$ cat config.mk
export PLATFORM = sky130hd
export DESIGN_NAME = idex_stage_flat
export DESIGN_NICKNAME = d
export VERILOG_FILES = /design/src/rtl/core_pkg.sv /design/src/rtl/idex_stage_if.sv /design/src/rtl/idex_stage_bypass.sv /design/src/rtl/idex_stage.sv /design/src/flat_wrapper.sv
export SDC_FILE = /design/constraint.sdc
export NUM_CORES = 1
export LEC_CHECK = 0
export BUFFER_PORTS_ARGS = -buffer_cell sky130_fd_sc_hd__buf_2
export CORE_AREA = 2 2 145 147
export DETAILED_ROUTE_END_ITERATION = 8
export DIE_AREA = 0 0 147 149
export PLACE_DENSITY_LB_ADDON = 0.25
export SYNTH_ARGS = -nofsm -noshare
export SYNTH_HDL_FRONTEND = slang
export SYNTH_SLANG_ARGS = --single-unit
$ cat constraint.sdc
create_clock -name clk -period 15.8 [get_ports clk]
set_input_delay 2.37 -clock clk [delete_from_list [all_inputs] [get_ports clk]]
set_output_delay 2.37 -clock clk [all_outputs]
set_load 0.02 [all_outputs]
$ cat src/rtl/core_pkg.sv
// Shared definitions for the combined ARM/RISC-V core: datapath widths,
// the decode->execute bundle and the hard-wired register test.
package core_pkg;

   localparam int XLEN   = 32;  // datapath width (fixed)
   localparam int CTRL_W = 16;  // opaque execute-control bundle width

   // Everything the E stage captures from D, in one record.
   typedef struct packed {
      logic              valid;
      logic              arm;
      logic [4:0]        ra1;
      logic [4:0]        ra2;
      logic [4:0]        wa3;
      logic              reg_write;
      logic              mem_to_reg;
      logic [XLEN-1:0]   rd1;
      logic [XLEN-1:0]   rd2;
      logic [XLEN-1:0]   imm;
      logic [XLEN-1:0]   pc;
      logic [CTRL_W-1:0] ctrl;
   } de_bundle_t;

   // Registers whose read value never comes from the regfile array:
   // RISC-V x0 (always zero) and ARM r15 (the PC, substituted in D).
   // ARM compares only the low nibble, so address 31 is also excluded.
   function automatic logic reg_excluded(input logic arm, input logic [4:0] addr);
      return arm ? (addr[3:0] == 4'hF) : (addr == 5'd0);
   endfunction

endpackage

$ cat src/rtl/idex_stage_if.sv
// Decode->execute stage bus: D-stage inputs, writeback port,
// execute back-pressure/flush and the registered E-stage outputs.
interface idex_stage_if;
   import core_pkg::*;

   // D stage
   logic              armD, validD;
   logic [4:0]        ra1D, ra2D, wa3D;
   logic              use1D, use2D;
   logic [XLEN-1:0]   rd1D, rd2D, immD, pcD;
   logic              regWriteD, memToRegD;
   logic [CTRL_W-1:0] ctrlD;
   // writeback port (same as regfile write port)
   logic              regWriteW;
   logic [4:0]        wa3W;
   logic [XLEN-1:0]   resultW;
   // pipeline control
   logic              stallE, flushE, stallD;
   // E stage
   logic              validE, armE, regWriteE, memToRegE;
   logic [4:0]        ra1E, ra2E, wa3E;
   logic [XLEN-1:0]   rd1E, rd2E, immE, pcE;
   logic [CTRL_W-1:0] ctrlE;

   // Pipeline control/decode side: drives D/W/control, observes E.
   modport master (
      output armD, validD, ra1D, ra2D, wa3D, use1D, use2D, rd1D, rd2D, immD, pcD,
             regWriteD, memToRegD, ctrlD, regWriteW, wa3W, resultW, stallE, flushE,
      input  stallD, validE, armE, regWriteE, memToRegE, ra1E, ra2E, wa3E,
             rd1E, rd2E, immE, pcE, ctrlE
   );

   // The stage itself.
   modport slave (
      input  armD, validD, ra1D, ra2D, wa3D, use1D, use2D, rd1D, rd2D, immD, pcD,
             regWriteD, memToRegD, ctrlD, regWriteW, wa3W, resultW, stallE, flushE,
      output stallD, validE, armE, regWriteE, memToRegE, ra1E, ra2E, wa3E,
             rd1E, rd2E, immE, pcE, ctrlE
   );

endinterface

$ cat src/rtl/idex_stage_bypass.sv
// Same-cycle writeback bypass for one regfile read port. The regfile writes
// at the clock edge, so a D read in the W write cycle returns the old value;
// substitute the W result when W targets this read address.
module fwd_wb_bypass
   import core_pkg::*;
(
   input  logic            arm,
   input  logic [4:0]      ra,
   input  logic [XLEN-1:0] rd,
   input  logic            reg_write_w,
   input  logic [4:0]      wa3_w,
   input  logic [XLEN-1:0] result_w,
   output logic [XLEN-1:0] fwd
);

   logic hit;

   // Full 5-bit match in both modes; x0 / ARM r15 are never bypassed.
   assign hit = reg_write_w && (wa3_w == ra) && !reg_excluded(arm, ra);
   assign fwd = hit ? result_w : rd;

endmodule

$ cat src/rtl/idex_stage.sv
// Decode->execute pipeline register with writeback bypass, load-use bubble
// insertion and stall/flush priority.
module idex_stage
   import core_pkg::*;
(
   input  logic       clk,
   input  logic       reset,
   idex_stage_if.slave bus
);

   logic [XLEN-1:0] fwd1, fwd2;
   logic            use_hit1, use_hit2, lu;
   de_bundle_t      d_bundle, e_q;

   fwd_wb_bypass u_byp1 (
      .arm(bus.armD), .ra(bus.ra1D), .rd(bus.rd1D),
      .reg_write_w(bus.regWriteW), .wa3_w(bus.wa3W), .result_w(bus.resultW),
      .fwd(fwd1)
   );

   fwd_wb_bypass u_byp2 (
      .arm(bus.armD), .ra(bus.ra2D), .rd(bus.rd2D),
      .reg_write_w(bus.regWriteW), .wa3_w(bus.wa3W), .result_w(bus.resultW),
      .fwd(fwd2)
   );

   // Load in E whose destination a valid D instruction actually reads.
   assign use_hit1 = bus.use1D && (bus.ra1D == e_q.wa3) && !reg_excluded(bus.armD, bus.ra1D);
   assign use_hit2 = bus.use2D && (bus.ra2D == e_q.wa3) && !reg_excluded(bus.armD, bus.ra2D);
   assign lu       = e_q.valid && e_q.mem_to_reg && e_q.reg_write && bus.validD &&
                     (use_hit1 || use_hit2);

   assign bus.stallD = lu || bus.stallE;

   // Assemble the D record; write/load flags are masked for invalid slots.
   always_comb begin
      // NOTE: default the whole record first so no path leaves a field unassigned (no latch).
      d_bundle            = '0;
      d_bundle.valid      = bus.validD;
      d_bundle.arm        = bus.armD;
      d_bundle.ra1        = bus.ra1D;
      d_bundle.ra2        = bus.ra2D;
      d_bundle.wa3        = bus.wa3D;
      d_bundle.reg_write  = bus.regWriteD && bus.validD;
      d_bundle.mem_to_reg = bus.memToRegD && bus.validD;
      d_bundle.rd1        = fwd1;
      d_bundle.rd2        = fwd2;
      d_bundle.imm        = bus.immD;
      d_bundle.pc         = bus.pcD;
      d_bundle.ctrl       = bus.ctrlD;
   end

   // E register: stall holds, flush or load-use inserts a cleared bubble.
   always_ff @(posedge clk or posedge reset) begin
      // NOTE: non-blocking assignments so every register samples pre-edge values;
      // this is a flop register, not a memory, so clearing it on reset is cheap.
      if (reset)
         e_q <= '0;
      else if (bus.stallE)
         e_q <= e_q;
      else if (bus.flushE || lu)
         e_q <= '0;
      else
         e_q <= d_bundle;
   end

   assign bus.validE    = e_q.valid;
   assign bus.armE      = e_q.arm;
   assign bus.regWriteE = e_q.reg_write;
   assign bus.memToRegE = e_q.mem_to_reg;
   assign bus.ra1E      = e_q.ra1;
   assign bus.ra2E      = e_q.ra2;
   assign bus.wa3E      = e_q.wa3;
   assign bus.rd1E      = e_q.rd1;
   assign bus.rd2E      = e_q.rd2;
   assign bus.immE      = e_q.imm;
   assign bus.pcE       = e_q.pc;
   assign bus.ctrlE     = e_q.ctrl;

endmodule
$ cat src/flat_wrapper.sv
// flat-port wrapper written by rule: the top's interface ports become plain ports
module idex_stage_flat import core_pkg::*;
  (clk, reset, bus_armD, bus_validD, bus_ra1D, bus_ra2D, bus_wa3D, bus_use1D, bus_use2D, bus_rd1D, bus_rd2D, bus_immD, bus_pcD, bus_regWriteD, bus_memToRegD, bus_ctrlD, bus_regWriteW, bus_wa3W, bus_resultW, bus_stallE, bus_flushE, bus_stallD, bus_validE, bus_armE, bus_regWriteE, bus_memToRegE, bus_ra1E, bus_ra2E, bus_wa3E, bus_rd1E, bus_rd2E, bus_immE, bus_pcE, bus_ctrlE);
  idex_stage_if bus_i ();
  input  logic clk;
  input  logic reset;
  input wire logic [$bits(bus_i.armD)-1:0] bus_armD;
  input wire logic [$bits(bus_i.validD)-1:0] bus_validD;
  input wire logic [$bits(bus_i.ra1D)-1:0] bus_ra1D;
  input wire logic [$bits(bus_i.ra2D)-1:0] bus_ra2D;
  input wire logic [$bits(bus_i.wa3D)-1:0] bus_wa3D;
  input wire logic [$bits(bus_i.use1D)-1:0] bus_use1D;
  input wire logic [$bits(bus_i.use2D)-1:0] bus_use2D;
  input wire logic [$bits(bus_i.rd1D)-1:0] bus_rd1D;
  input wire logic [$bits(bus_i.rd2D)-1:0] bus_rd2D;
  input wire logic [$bits(bus_i.immD)-1:0] bus_immD;
  input wire logic [$bits(bus_i.pcD)-1:0] bus_pcD;
  input wire logic [$bits(bus_i.regWriteD)-1:0] bus_regWriteD;
  input wire logic [$bits(bus_i.memToRegD)-1:0] bus_memToRegD;
  input wire logic [$bits(bus_i.ctrlD)-1:0] bus_ctrlD;
  input wire logic [$bits(bus_i.regWriteW)-1:0] bus_regWriteW;
  input wire logic [$bits(bus_i.wa3W)-1:0] bus_wa3W;
  input wire logic [$bits(bus_i.resultW)-1:0] bus_resultW;
  input wire logic [$bits(bus_i.stallE)-1:0] bus_stallE;
  input wire logic [$bits(bus_i.flushE)-1:0] bus_flushE;
  output wire logic [$bits(bus_i.stallD)-1:0] bus_stallD;
  output wire logic [$bits(bus_i.validE)-1:0] bus_validE;
  output wire logic [$bits(bus_i.armE)-1:0] bus_armE;
  output wire logic [$bits(bus_i.regWriteE)-1:0] bus_regWriteE;
  output wire logic [$bits(bus_i.memToRegE)-1:0] bus_memToRegE;
  output wire logic [$bits(bus_i.ra1E)-1:0] bus_ra1E;
  output wire logic [$bits(bus_i.ra2E)-1:0] bus_ra2E;
  output wire logic [$bits(bus_i.wa3E)-1:0] bus_wa3E;
  output wire logic [$bits(bus_i.rd1E)-1:0] bus_rd1E;
  output wire logic [$bits(bus_i.rd2E)-1:0] bus_rd2E;
  output wire logic [$bits(bus_i.immE)-1:0] bus_immE;
  output wire logic [$bits(bus_i.pcE)-1:0] bus_pcE;
  output wire logic [$bits(bus_i.ctrlE)-1:0] bus_ctrlE;
  assign bus_i.armD = bus_armD;
  assign bus_i.validD = bus_validD;
  assign bus_i.ra1D = bus_ra1D;
  assign bus_i.ra2D = bus_ra2D;
  assign bus_i.wa3D = bus_wa3D;
  assign bus_i.use1D = bus_use1D;
  assign bus_i.use2D = bus_use2D;
  assign bus_i.rd1D = bus_rd1D;
  assign bus_i.rd2D = bus_rd2D;
  assign bus_i.immD = bus_immD;
  assign bus_i.pcD = bus_pcD;
  assign bus_i.regWriteD = bus_regWriteD;
  assign bus_i.memToRegD = bus_memToRegD;
  assign bus_i.ctrlD = bus_ctrlD;
  assign bus_i.regWriteW = bus_regWriteW;
  assign bus_i.wa3W = bus_wa3W;
  assign bus_i.resultW = bus_resultW;
  assign bus_i.stallE = bus_stallE;
  assign bus_i.flushE = bus_flushE;
  assign bus_stallD = bus_i.stallD;
  assign bus_validE = bus_i.validE;
  assign bus_armE = bus_i.armE;
  assign bus_regWriteE = bus_i.regWriteE;
  assign bus_memToRegE = bus_i.memToRegE;
  assign bus_ra1E = bus_i.ra1E;
  assign bus_ra2E = bus_i.ra2E;
  assign bus_wa3E = bus_i.wa3E;
  assign bus_rd1E = bus_i.rd1E;
  assign bus_rd2E = bus_i.rd2E;
  assign bus_immE = bus_i.immE;
  assign bus_pcE = bus_i.pcE;
  assign bus_ctrlE = bus_i.ctrlE;
  idex_stage u_core (.clk(clk), .reset(reset), .bus(bus_i));
endmodule
; ---- Word level (Yosys, flattened, before mapping)
; Index checks and enable logic that the tools add are counted.
[totals]
register_bits = 163
latch_bits = 0
ramBits = 0
mem_bits_ro = 0
inputBits = 207
mem_count = 0
[classes]
n_addsub = 0
mul = 0
n_div = 0
order_cmp = 0
eq_ne = 6
shifts = 0
n_mux = 5
bitwise = 0
reduce_logical = 21
[op_table]
columns = cell, n
row1 = 163-bit two-way mux, 1
row2 = 32-bit two-way mux, 2
row3 = 5-bit equality test, 4
row4 = 1-bit logical AND, 14
row5 = 5-bit logical NOT, 2
row6 = 4-bit equality test (second input constant), 2
row7 = 1-bit logical OR, 3
row8 = 1-bit logical NOT, 2
row9 = 1-bit two-way mux, 2

; ---- Depth between registers and ports, before layout
; Gate-level depths: netlist (run 1).
[depth]
depth_word = 8
ltp_mapped = 9
mapped_depth_nobuf = 6

; ---- Hierarchy
; A second synthesis (run 1) with hierarchy kept.
[unflattened]
hier_cells = 484
hier_area_um2 = 7173.1
[by_module_without_submodules]
columns = mod, n_inst, cells_each, area_per_inst_um2
row1 = idex_stage, 1, 390, 5909.4
row2 = fwd_wb_bypass, 2, 47, 631.9

; ---- Worst setup path before layout (run 1)
; No wires, ideal clock.
[synth_path]
kind = input to output
start = in bus_ra1D[2]
end = out bus_stallD
t_arrival_ns = 3.398
setup_slack_ns = 10.032
stages = 5
n_path_buf = 0
path_cell_list = or4_1 -> nor3_2 -> a31oi_1 -> a21oi_2 -> nand2b_1
[synth_between]
elab_chain_len = 7
word_cells_on_any_way = 10
[synth_rtl]
columns = item, line_no
row1 = "start, declared", flat_wrapper.sv:9  ; input wire logic [$bits(bus_i.ra1D)-1:0] bus_ra1D;
row2 = 4-bit equality test or 5-bit logical NOT (tied branches), core_pkg.sv:28  ; return arm ? (addr[3:0] == 4'hF) : (addr == 5'd0);
row3 = 1-bit two-way mux, core_pkg.sv:28
row4 = 1-bit logical NOT, idex_stage.sv:28  ; assign use_hit1 = bus.use1D && (bus.ra1D == e_q.wa3) && !reg_excluded(bus.armD, bus.ra1D);
row5 = 1-bit logical AND (*), idex_stage.sv:28
row6 = 1-bit logical OR (*), idex_stage.sv:31  ; (use_hit1 || use_hit2);
row7 = 1-bit logical AND (*), idex_stage.sv:30  ; assign lu = e_q.valid && e_q.mem_to_reg && e_q.reg_write && bus.validD &&
row8 = 1-bit logical OR (*), idex_stage.sv:33  ; assign bus.stallD = lu || bus.stallE;
row9 = "end, declared", flat_wrapper.sv:26  ; output wire logic [$bits(bus_i.stallD)-1:0] bus_stallD;
; Mark *: on every way between the ends. The rest lies on a longest branch, timed or not.

; ---- Worst setup path after layout (run 1)
; Same ends and word-level chain as after synthesis.

==> results.md, run 1 <==
* Status: complete, no violations
* H-tree levels at 4
* Ranking of synthesized cells by area: dfrtp_1 (61%), a22o_1 (13%), mux2i_1 (9.6%), o21ai_0 (4.8%), nand2_1 (3.8%)
* Crit start category: input pin
* Final Net Count at 1100
* CP startpoint: bus_ra1D[2]
* DR WL met3 at 1.67 mm
* Clock Tree Root: clkbuf_16
* Worst R2R Start: u_core.bus.wa3E[4]$_DFFE_PP0N_
* DIE WIDTH at 147 um
* Prevailing post-synth register cell: dfrtp_1
* CTS tree: built
* I/O pins at 371
* Largest net degree at the start of global routing at 92
* CTS resizes at 0
* Overall power at 1.07 mW
* Overall Global Routing Usage at 0.180
* Hold buffer count at cts at 0
* Die area at 21900 um2
* Register cell area after layout at 4080 um2
* RSZ-0062 raised after global routing: no
* Synth Instances at 540
* Cell Chain, Critical Path: buf_2 -> or4_1 -> nor3_2 -> a31oi_1 -> a21oi_2 -> nand2b_1 -> buf_2
* Slowest stage cell, crit path: or4_1
* Syn Area/Cell at 12.4 um2
* PwrDens at 114 nW/um2
* Post-DP HPWL at 14.1 mm
* Slew headroom at 0.279
* Fin crit share at 0.391
* Drt wl/cell at 17.2 um
* Non-Filler Instances at 1181
* Synth top area share at 0.609
* DRT iter0 DRCs at 225
* Critical path's top delay family: simple AND/OR/NAND/NOR gates
* Detailed-route via count at 5594
* CP Data Arrival Time at 3.80 ns
* Maxcap violations at 0
* Initial Util at 0.326
* Worst-margin pin slew at 1.08 ns
* Req. time, crit path at 13.43 ns
* Ys async rst share at 1.00
* Initial antenna violation count at 1
* Most area-hungry cell type in the Yosys netlist: dfrtp_1
* Synth warnings at 0
* #FFs+latches synth at 163
* Setup WS post-layout at 9.63 ns
* Placer congestion estimate at 0.808
* Crit path buf inv count at 2
* Synth cell types at 26
* HP Start: u_core.bus.rd2E[18]$_DFFE_PP0N_
* Area Overhead vs Synth at 39.8%
* Routed Antenna Nets at 0
* Top cell by count, worst path: buf_2
* Max Fclk at 162 MHz
* Final WL at 20.3 mm
* Total gr overflow at 0
* Drt drc at 0
* Post-synth EDFFs at 0
* Leak at 5.09 nW
* Rows at 53
* Router iterations before antenna repair at 4
* # clock sinks at 163
* Metal2 WL at 9.65 mm
* Critical-path maximum fanout at 5
* Hold Fails Final Rpt at 0
* CP max stage delay at 0.53 ns
* Fill count at 1974
* Setup Crit Path Kind: input pin to output port
* Post-Syn Nets at 747
* Dpl cells at 1149
* CTS clk-pin slew, worst paths at 0.06 ns
* Post-CTS Setup Inserts at 0
* Clk_lat worst skew at 0.42 ns
* Layout cells sized above 1 at 0.458
* Final Max Tran Viols at 0
* Leading cell types by count after synthesis: dfrtp_1 (163), a22o_1 (98), nand2_1 (67)
* VDD IR max at 0.0000626 V
* # setup viols final at 0
* Multi-input gate area at 2420 um2
* Critical path endpoint category: output port
* Core Box Area at 20600 um2
* Clock Tree Buf Depth at 2
* Min Tclk post-route at 6.17 ns
* Mapped Area at 6690 um2
* DP Area at 8750 um2
* Metal-1 WL at 8.71 mm
* Final Util at 0.455
* First-pass GRT wire length at 31.2 mm
* Most instantiated library cell after synthesis: dfrtp_1
* Via/cell ratio at 4.74
* Setup TNS at 0 ns
* HP Class: flip-flop to flip-flop
* Port Buffers at 370
* Vias in the first global route at 5758
* CTS Buf Count at 17
* Chip Height at 149 um
* Final Skew at 0.0129 ns
* Sequential area share after synthesis at 0.609
* Post-Layout Inst Area at 9350 um2
* Highest metal used: met4
* N_diodes at 0
* Dpl ws at 9.58 ns
* Final hold slack at 0.478 ns
-- worst min-delay path, delay by kind of cell, from the launching register on --
kind | cells | cell delay [ns]
compound gates | 1 | 0.05
simple gates | 1 | 0.05
flops | 1 | 0.34
-- layer usage --
metal	up-vias	global-route usage
li1	2670	-
met1	2649	0.228
met2	261	0.300
met3	14	0.0520
met4	0	0.0548
met5	-	0
-- cell type report --
class / count / area share
sequential: 163 / 0.436
multi-input combinational: 335 / 0.259
timing repair buffer: 375 / 0.202
clock buffer: 18 / 0.0470
tap: 275 / 0.0368
clock inverter: 14 / 0.0179
inverter: 1 / 0.000936
-- report_power, final --
group          internal, mW  total, mW  switching, mW
registers             0.450      0.468         0.0183
clock network         0.243      0.427          0.184
logic                0.0689      0.175          0.106
total                 0.762       1.07          0.308
-- cell families after synthesis --
family                    share of synthesized area
xor gates and xnor gates                     0.0262
buffers and inverters                        0.0301
muxes                                        0.0957
DFF                                           0.609
and+or+nand+nor                              0.0572
AOI/OAI and AO/OA                             0.181
-- cells in the final DEF (no fill, tap or decap), types with 2 or more instances in the layout --
| cell type | count |
|---|---|
| clkbuf_16 | 17 |
| buf_2 | 369 |
| o21ai_0 | 64 |
| mux2i_1 | 64 |
| clkinv_4 | 3 |
| a32o_1 | 2 |
| xnor2_1 | 14 |
| dfrtp_1 | 163 |
| bufinv_16 | 2 |
| nand2_1 | 66 |
| inv_8 | 3 |
| nor2_1 | 2 |
| a22o_1 | 98 |
| xor2_1 | 6 |
| buf_4 | 6 |
| nor4_1 | 3 |
| inv_6 | 5 |
| nand4_1 | 4 |
-- sequential cells by signal, indices dropped and copies added, names as in the netlist, 5 cells and up --
register	count
u_core.bus.ctrlE	16
u_core.bus.immE	32
u_core.bus.pcE	32
u_core.bus.ra1E	5
u_core.bus.ra2E	5
u_core.bus.rd1E	32
u_core.bus.rd2E	32
u_core.bus.wa3E	5
-- path summary, 6_finish.rpt --
kind	slack, ns	cells past startpoint	endpoint
worst max-delay path	9.63	7	bus_stallD
worst min-delay path	0.48	2	u_core.bus.rd2E[18]$_DFFE_PP0N_
worst max register to register	13.32	7	u_core.bus.ra2E[1]$_DFFE_PP0N_
worst min register to register	0.48	2	u_core.bus.rd2E[18]$_DFFE_PP0N_
max in group asynchronous	12.27	3	u_core.bus.immE[18]$_DFFE_PP0N_
min in group asynchronous	2.10	2	u_core.bus.pcE[14]$_DFFE_PP0N_
(Power assumes the default switching activity.)
==> run 2: changes to the inputs <==
- ABC_AREA: default -> 1
- CORE_AREA: 2 2 145 147 -> default
- CORE_ASPECT_RATIO: default -> 0.6
- CORE_MARGIN: default -> 2
- CORE_UTILIZATION: default -> 45
- DIE_AREA: 0 0 147 149 -> default
- clock period: 15.8 -> 6.1 ns (I/O delays scaled with it)
==> run 2 against run 1 <==
Compared with the run above: non-clock buffer count rose by 7; via count rose by 48%; core utilization up 16 points; first-iteration DRC count increased by 150%; power grew to 2.7 times the previous value; critical path depth shrank 3; final cell count increased by 40%; hold slack worse by 0.0017 ns.
==> results.md, run 2 <==
* Syn Area/Cell at 7.53 um2 (-39%)
* Final Net Count at 1612 (+47%)
* Hold endpoint: u_core.bus.immE[11]$_DFFE_PP0N_
* Drt drc at 0 (unchanged)
* Dpl ws at 2.79 ns (-6.79 ns)
* Final WL at 26.1 mm (+29%)
* Layout cells sized above 1 at 0.326 (-0.132)
* Maxcap violations at 0 (unchanged)
* Post-Syn Nets at 1280 (+71%)
* HP Start: u_core.bus.immE[11]$_DFFE_PP0N_
* CTS resizes at 0 (unchanged)
* Post-synth EDFFs at 0 (unchanged)
* Mapped Area at 8080 um2 (+21%)
* DIE WIDTH at 177 um (+20%)
* Final Max Tran Viols at 0 (unchanged)
* CP Data Arrival Time at 2.24 ns (-1.56 ns)
* Critical-path maximum fanout at 119 (+114)
* Critical path's top delay family: buffers and inverters
* Clock Tree Buf Depth at 2 (unchanged)
* Placer congestion estimate at 0.837 (+3.6%)
* Fill count at 1688 (-14%)
* Clock Tree Root: clkbuf_16
* Final Util at 0.612 (+0.157)
* Commonest non-fill, non-tap cell in the layout: nand2_1
* Largest net degree at the start of global routing at 120 (+30%)
* Setup TNS at 0 ns (unchanged)
* DRT iter0 DRCs at 558 (+150%)
* Hold buffer count at cts at 0 (unchanged)
* Ranking of synthesized cells by area: dfrtp_1 (50%), nand2_1 (20%), nand3_1 (6.4%), o21ai_0 (4.4%), inv_1 (4.0%)
* Rows at 37 (-30%)
* Setup WS post-layout at 2.95 ns (-6.68 ns)
* Overall Global Routing Usage at 0.268 (+0.0885)
* #FFs+latches synth at 163 (unchanged)
* Chip Height at 108 um (-28%)
* Hold Fails Final Rpt at 0 (unchanged)
* I/O pins at 371 (unchanged)
* CTS Buf Count at 17 (unchanged)
* Critical path endpoint category: output port
* Synth top area share at 0.505 (-0.105)
* Initial Util at 0.465 (+0.140)
* Core Box Area at 17400 um2 (-16%)
* Levels on crit path at 4 (-3)
* Most frequent cells in the layout: nand2_1 (441), buf_2 (369), dfrtp_1 (163)
* Fin crit share at 0.517
* Clk_lat worst skew at 0.42 ns (about the same)
* Final hold slack at 0.477 ns (-0.00170 ns)
* Req. time, crit path at 5.18 ns (-8.25 ns)
* Die area at 19100 um2 (-13%)
* Vias in the first global route at 7748 (+35%)
* CTS tree: built
* H-tree levels at 4 (unchanged)
* Worst R2R Start: u_core.bus.wa3E[2]$_DFFE_PP0N_
* Synth cell types at 26 (unchanged)
* Synth Instances at 1073 (+99%)
* R2R depth at 11 (+4)
* Total gr overflow at 0 (unchanged)
* # setup viols final at 0 (unchanged)
* Worst-margin pin slew at 1.25 ns (+0.167 ns)
* Cell Chain, Critical Path: buf_6 -> clkinv_1 -> nand2_4 -> buf_2
* Drt wl/cell at 15.7 um (-8.3%)
* HP Class: flip-flop to flip-flop
* Area Overhead vs Synth at 31.5%
* CP max stage delay at 0.57 ns (+0.04 ns)
* Port Buffers at 370 (unchanged)
* First-pass GRT wire length at 39.8 mm (+28%)
* Routed Antenna Nets at 0 (unchanged)
* Max Fclk at 317 MHz
* Slowest stage cell, crit path: buf_6
* Slew headroom at 0.168 (-0.111)
* Min Tclk post-route at 3.15 ns
* Status: complete, no violations
* Reg2reg setup slack at 3.71 ns (-9.61 ns)
* Setup Crit Path Kind: input pin to output port
* Crit start category: input pin
* VDD IR max at 0.000199 V (+220%)
* Ys async rst share at 1.00 (unchanged)
* Synth warnings at 0 (unchanged)
* PwrDens at 271 nW/um2 (+140%)
* Crit path buf inv count at 3 (+1)
* Router iterations before antenna repair at 5 (+1)
* R2r endpoint: u_core.bus.pcE[7]$_DFFE_PP0N_
* Prevailing post-synth register cell: dfrtp_1
* Final Skew at 0.0186 ns (+0.00566 ns)
* CTS clk-pin slew, worst paths at 0.07 ns (about the same)
* Post-DP HPWL at 18.1 mm (+28%)
* Initial antenna violation count at 3 (+2)
* Sequential area share after synthesis at 0.505 (-0.105)
* Detailed-route via count at 8264 (+48%)
* # clock sinks at 163 (unchanged)
* Leading cell types by count after synthesis: nand2_1 (441), dfrtp_1 (163), nand3_1 (103)
* Most area-hungry cell type in the Yosys netlist: dfrtp_1
* Post-CTS Setup Inserts at 0 (unchanged)
* Most instantiated library cell after synthesis: nand2_1
* WHS Path Cells at 2 (unchanged)
* Via/cell ratio at 4.99 (+5.4%)
* Leak at 6.09 nW (+20%)
* RSZ-0062 raised after global routing: no
-- run 2: cell count changes after synthesis, moves of 33 or more --
cell,before,now
a22o_1,98,0
nand2_1,67,441
nand3_1,0,103
mux2i_1,64,0
a21oi_1,0,33
inv_1,1,86
-- run 2: metal layers --
layer / part of all wire / global-route usage
met4: 0.022 / 0.0797
met5: 0 / 0
met2: 0.47 / 0.437
met3: 0.086 / 0.0706
met1: 0.43 / 0.353
-- run 2: cells by family after synthesis --
kind of cell              count (synthesis)  synth area share
AOI/OAI and AO/OA                       166             0.117
and+or+nand+nor                         575             0.290
xor gates and xnor gates                  2           0.00217
DFF                                     163             0.505
buffers and inverters                   167            0.0859
-- run 2: worst reg2reg max path, cell delays in order, from the launching register on --
cell	delay [ns]
dfrtp_1	0.45
inv_1	0.08
nand2_1	0.05
nand2_1	0.05
nand2_1	0.08
nor2_1	0.11
nand3_1	0.09
nand2_2	0.12
nand2_4	0.08
nand2_4	0.07
buf_4	0.83
o21ai_0	0.23
-- run 2: final cells by class --
cell class / instances / area [um2] / area share
antenna: 4 / 10.0 / 0.000942
clock buffer: 18 / 439 / 0.0413
clock inverter: 14 / 173 / 0.0162
inverter: 98 / 373 / 0.0351
multi-input combinational: 743 / 3310 / 0.312
sequential: 163 / 4080 / 0.384
tap: 234 / 293 / 0.0275
timing repair buffer: 382 / 1950 / 0.183
-- run 2: stage by stage --
stage / area, um2 / instances / total power [mW]
after global placement: 10000 / 1620 / 1.77
after CTS: 10600 / 1652 / 2.91
after detailed placement: 10000 / 1620 / 1.78
after floorplan: 8080 / 1073 / 1.55
final: 10600 / 1656 / 2.88
after global routing: 10600 / 1655 / 3.01
-- run 2: how the worst max path moves through the flow --
stage	startpoint	end	slack [ns]
after detailed placement	bus_ra2D[3]	u_core.bus.rd2E[9]$_DFFE_PP0N_	2.79
after CTS	bus_stallE	bus_stallD	2.99
final	bus_stallE	bus_stallD	2.95
after floorplan	reset	u_core.bus.armE$_DFFE_PP0N_	0.78
after global routing	bus_stallE	bus_stallD	2.88
after global placement	bus_ra2D[3]	u_core.bus.rd2E[27]$_DFFE_PP0N_	2.84
-- run 2: power breakdown --
part / total, mW / internal (mW) / switching [mW]
registers: 1.21 / 1.17 / 0.0493
clock network: 1.12 / 0.631 / 0.491
logic: 0.545 / 0.184 / 0.361
total: 2.88 / 1.98 / 0.902
==> run 3: changes to the inputs <==
- clock period: 6.1 -> 3.15 ns (I/O delays scaled with it)
==> run 3 against run 2 <==
Compared with the run above: combinational power grew 96%; clock power grew 85%; first-iteration DRC count is 20% higher; hold slack got worse by 0.26 ns; register-to-register slack got worse by 2.7 ns; sequential power is 94% higher; die area stayed put; non-clock buffer count is 7 higher; core utilization increased by 0.43 points; final cell count grew 0.12%; global-route usage increased by 0.27 points; wire length shrank 0.77%; highest routed layer unchanged.
==> results.md, run 3 (synthesis gave the netlist of run 2 again) <==
* Clock Tree Root: clkbuf_16
* N_diodes at 0 (-4)
* Clock power share at 0.377 (-0.012)
* Slew headroom at 0.428 (+0.260)
* Area Overhead vs Synth at 32.4%
* Sw frac at 0.315 (+0.00220)
* Worst-margin pin slew at 0.857 ns (-0.389 ns)
* DR WL met3 at 2.10 mm (-6.9%)
* Req. time, crit path at 2.68 ns (-2.50 ns)
* Clock Tree Buf Depth at 2 (unchanged)
* P_sw at 1.73 mW (+92%)
* Detailed-route via count at 8224 (-0.48%)
* Initial Util at 0.465 (unchanged)
* Metal-1 WL at 11.0 mm (-0.58%)
* Core Box Area at 17400 um2 (unchanged)
* Seq pwr share at 0.428 (+0.007)
* Final Skew at 0.0185 ns (-0.0000489 ns)
* Drt wl/cell at 15.6 um (-0.89%)
* PwrDens at 514 nW/um2 (+89%)
* Comb power frac at 0.195 (+0.006)
* Via/cell ratio at 4.96 (-0.60%)
* R2r endpoint: u_core.bus.pcE[24]$_DFFE_PP0N_
* Routed Antenna Nets at 0 (unchanged)
* Critical path endpoint category: output port
* DIE WIDTH at 177 um (unchanged)
* Maxcap violations at 0 (unchanged)
* Layout cells sized above 1 at 0.329 (+0.00284)
* R2R depth at 11 (unchanged)
* Internal power at 3.77 mW (+90%)
* Rows at 37 (unchanged)
* Most frequent cells in the layout: nand2_1 (441), buf_2 (369), dfrtp_1 (163)
* CTS clk-pin slew, worst paths at 0.07 ns (about the same)
* Max Fclk at 410 MHz
* Reg2reg setup slack at 1.05 ns (-2.66 ns)
* Final hold slack at 0.217 ns (-0.259 ns)
* H-tree levels at 4 (unchanged)
* Hold buffer count at cts at 0 (unchanged)
* RSZ-0062 raised after global routing: no
* HP Class: input pin to asynchronous set/reset pin
* Metal2 WL at 12.2 mm (+0.60%)
* CTS resizes at 0 (unchanged)
* CTS tree: built
* Overall Global Routing Usage at 0.271 (+0.00267)
* # clock sinks at 163 (unchanged)
* Vias in the first global route at 7850 (+1.3%)
* Die area at 19100 um2 (unchanged)
* Initial antenna violation count at 0 (-3)
* Status: complete, no violations
* Largest net degree at the start of global routing at 197 (+64%)
* Min Tclk post-route at 2.44 ns
* Leak at 6.13 nW (+0.55%)
* Hold Fails Final Rpt at 0 (unchanged)
* Total gr overflow at 0 (unchanged)
* Highest metal used: met4
* Chip Height at 108 um (unchanged)
* CP Data Arrival Time at 1.97 ns (-0.27 ns)
* I/O pins at 371 (unchanged)
* First-pass GRT wire length at 40.5 mm (+1.7%)
* CTS Buf Count at 17 (unchanged)
* Clk_lat worst skew at 0.42 ns (about the same)
* Setup TNS at 0 ns (unchanged)
* Commonest non-fill, non-tap cell in the layout: nand2_1
* Post-DP HPWL at 18.2 mm (+0.26%)
* Critical-path maximum fanout at 16 (-87%)
* Worst R2R Start: u_core.bus.wa3E[3]$_DFFE_PP0N_
* Final Util at 0.616 (+0.00425)
* DRT iter0 DRCs at 669 (+20%)
* CP startpoint: u_core.bus.wa3E[3]$_DFFE_PP0N_
* Router iterations before antenna repair at 5 (unchanged)
* Final Net Count at 1619 (+0.43%)
* Setup Crit Path Kind: flip-flop to output port
* Drt drc at 0 (unchanged)
* Crit path to: bus_stallD
* Final WL at 25.9 mm (-0.77%)
* Placer congestion estimate at 0.840 (+0.47%)
* # setup viols final at 0 (unchanged)
* Crit start category: flip-flop
* Fin crit share at 0.775
* Port Buffers at 370 (unchanged)
* Post-CTS Setup Inserts at 0 (unchanged)
* Final Max Tran Viols at 0 (unchanged)
* VDD IR max at 0.000299 V (+50%)
-- run 3: cell types whose count changed in the layout (fill, tap and decap cells not counted), moves of 2 or more --
cell and delta:
clkinvlp_4 +2, inv_8 +2, diode_2 -4, inv_6 -2
buf_4 +2, buf_12 +5
-- run 3: metal layers --
| layer | vias to the layer above | GRT usage |
|---|---|---|
| met5 | - | 0 |
| met2 | 337 | 0.436 |
| met1 | 3810 | 0.368 |
| met3 | 35 | 0.0586 |
| li1 | 4042 | - |
| met4 | 0 | 0.0809 |
-- run 3: how the worst min path moves through the flow --
| stage | to | slack [ns] | cells past startpoint |
|---|---|---|---|
| CTS | u_core.bus.immE[12]$_DFFE_PP0N_ | 0.23 | 2 |
| detailed placement | u_core.bus.rd2E[29]$_DFFE_PP0N_ | 0.46 | 2 |
| finish | u_core.bus.immE[12]$_DFFE_PP0N_ | 0.22 | 2 |
| floorplan | u_core.bus.rd2E[0]$_DFFE_PP0N_ | 0.59 | 2 |
| global route | u_core.bus.immE[13]$_DFFE_PP0N_ | 0.27 | 2 |
| global placement | u_core.bus.rd2E[28]$_DFFE_PP0N_ | 0.46 | 2 |
-- run 3: area by class of cell --
class | count | area, um2
Fill cell | 1610 | 6660
Sequential cell | 163 | 4080
Multi-Input combinational cell | 743 | 3310
Timing Repair Buffer | 389 | 2060
Clock buffer | 18 | 439
Inverter | 98 | 372
Tap cell | 234 | 293
Clock inverter | 13 | 143
-- run 3: power by group through the flow --
| stage | Clock [mW] | Combinational (mW) | Sequential (mW) |
|---|---|---|---|
| 6_report | 2.07 | 1.07 | 2.35 |
| 5_1_grt | 2.22 | 1.18 | 2.37 |
| 4_1_cts | 2.12 | 1.08 | 2.35 |
| 3_5_place_dp | 0 | 1.08 | 2.39 |
| 3_3_place_gp | 0 | 1.07 | 2.39 |
| 2_1_floorplan | 0 | 0.411 | 2.59 |
-- run 3: worst max-delay path, cell delays in order (launching register included) --
cell and delay [ns]:
dfrtp_1 0.43, inv_1 0.13, nor2_1 0.05, nor2_1 0.09, nand2_1 0.06, nor2_1 0.11
nand3_2 0.08, nand2_2 0.10, nand2_4 0.08, nand2_4 0.22, buf_2 0.22
-- run 3: per-stage QoR --
step / power (mW) / area (um2) / setup WS, ns / std cells
2_1_floorplan: 3.00 / 8080 / 0.607 / 1073
3_3_place_gp: 3.45 / 10100 / 0.936 / 1627
3_5_place_dp: 3.47 / 10100 / 0.881 / 1627
4_1_cts: 5.55 / 10700 / 0.687 / 1658
5_1_grt: 5.77 / 10700 / 0.500 / 1658
6_report: 5.50 / 10700 / 0.710 / 1658
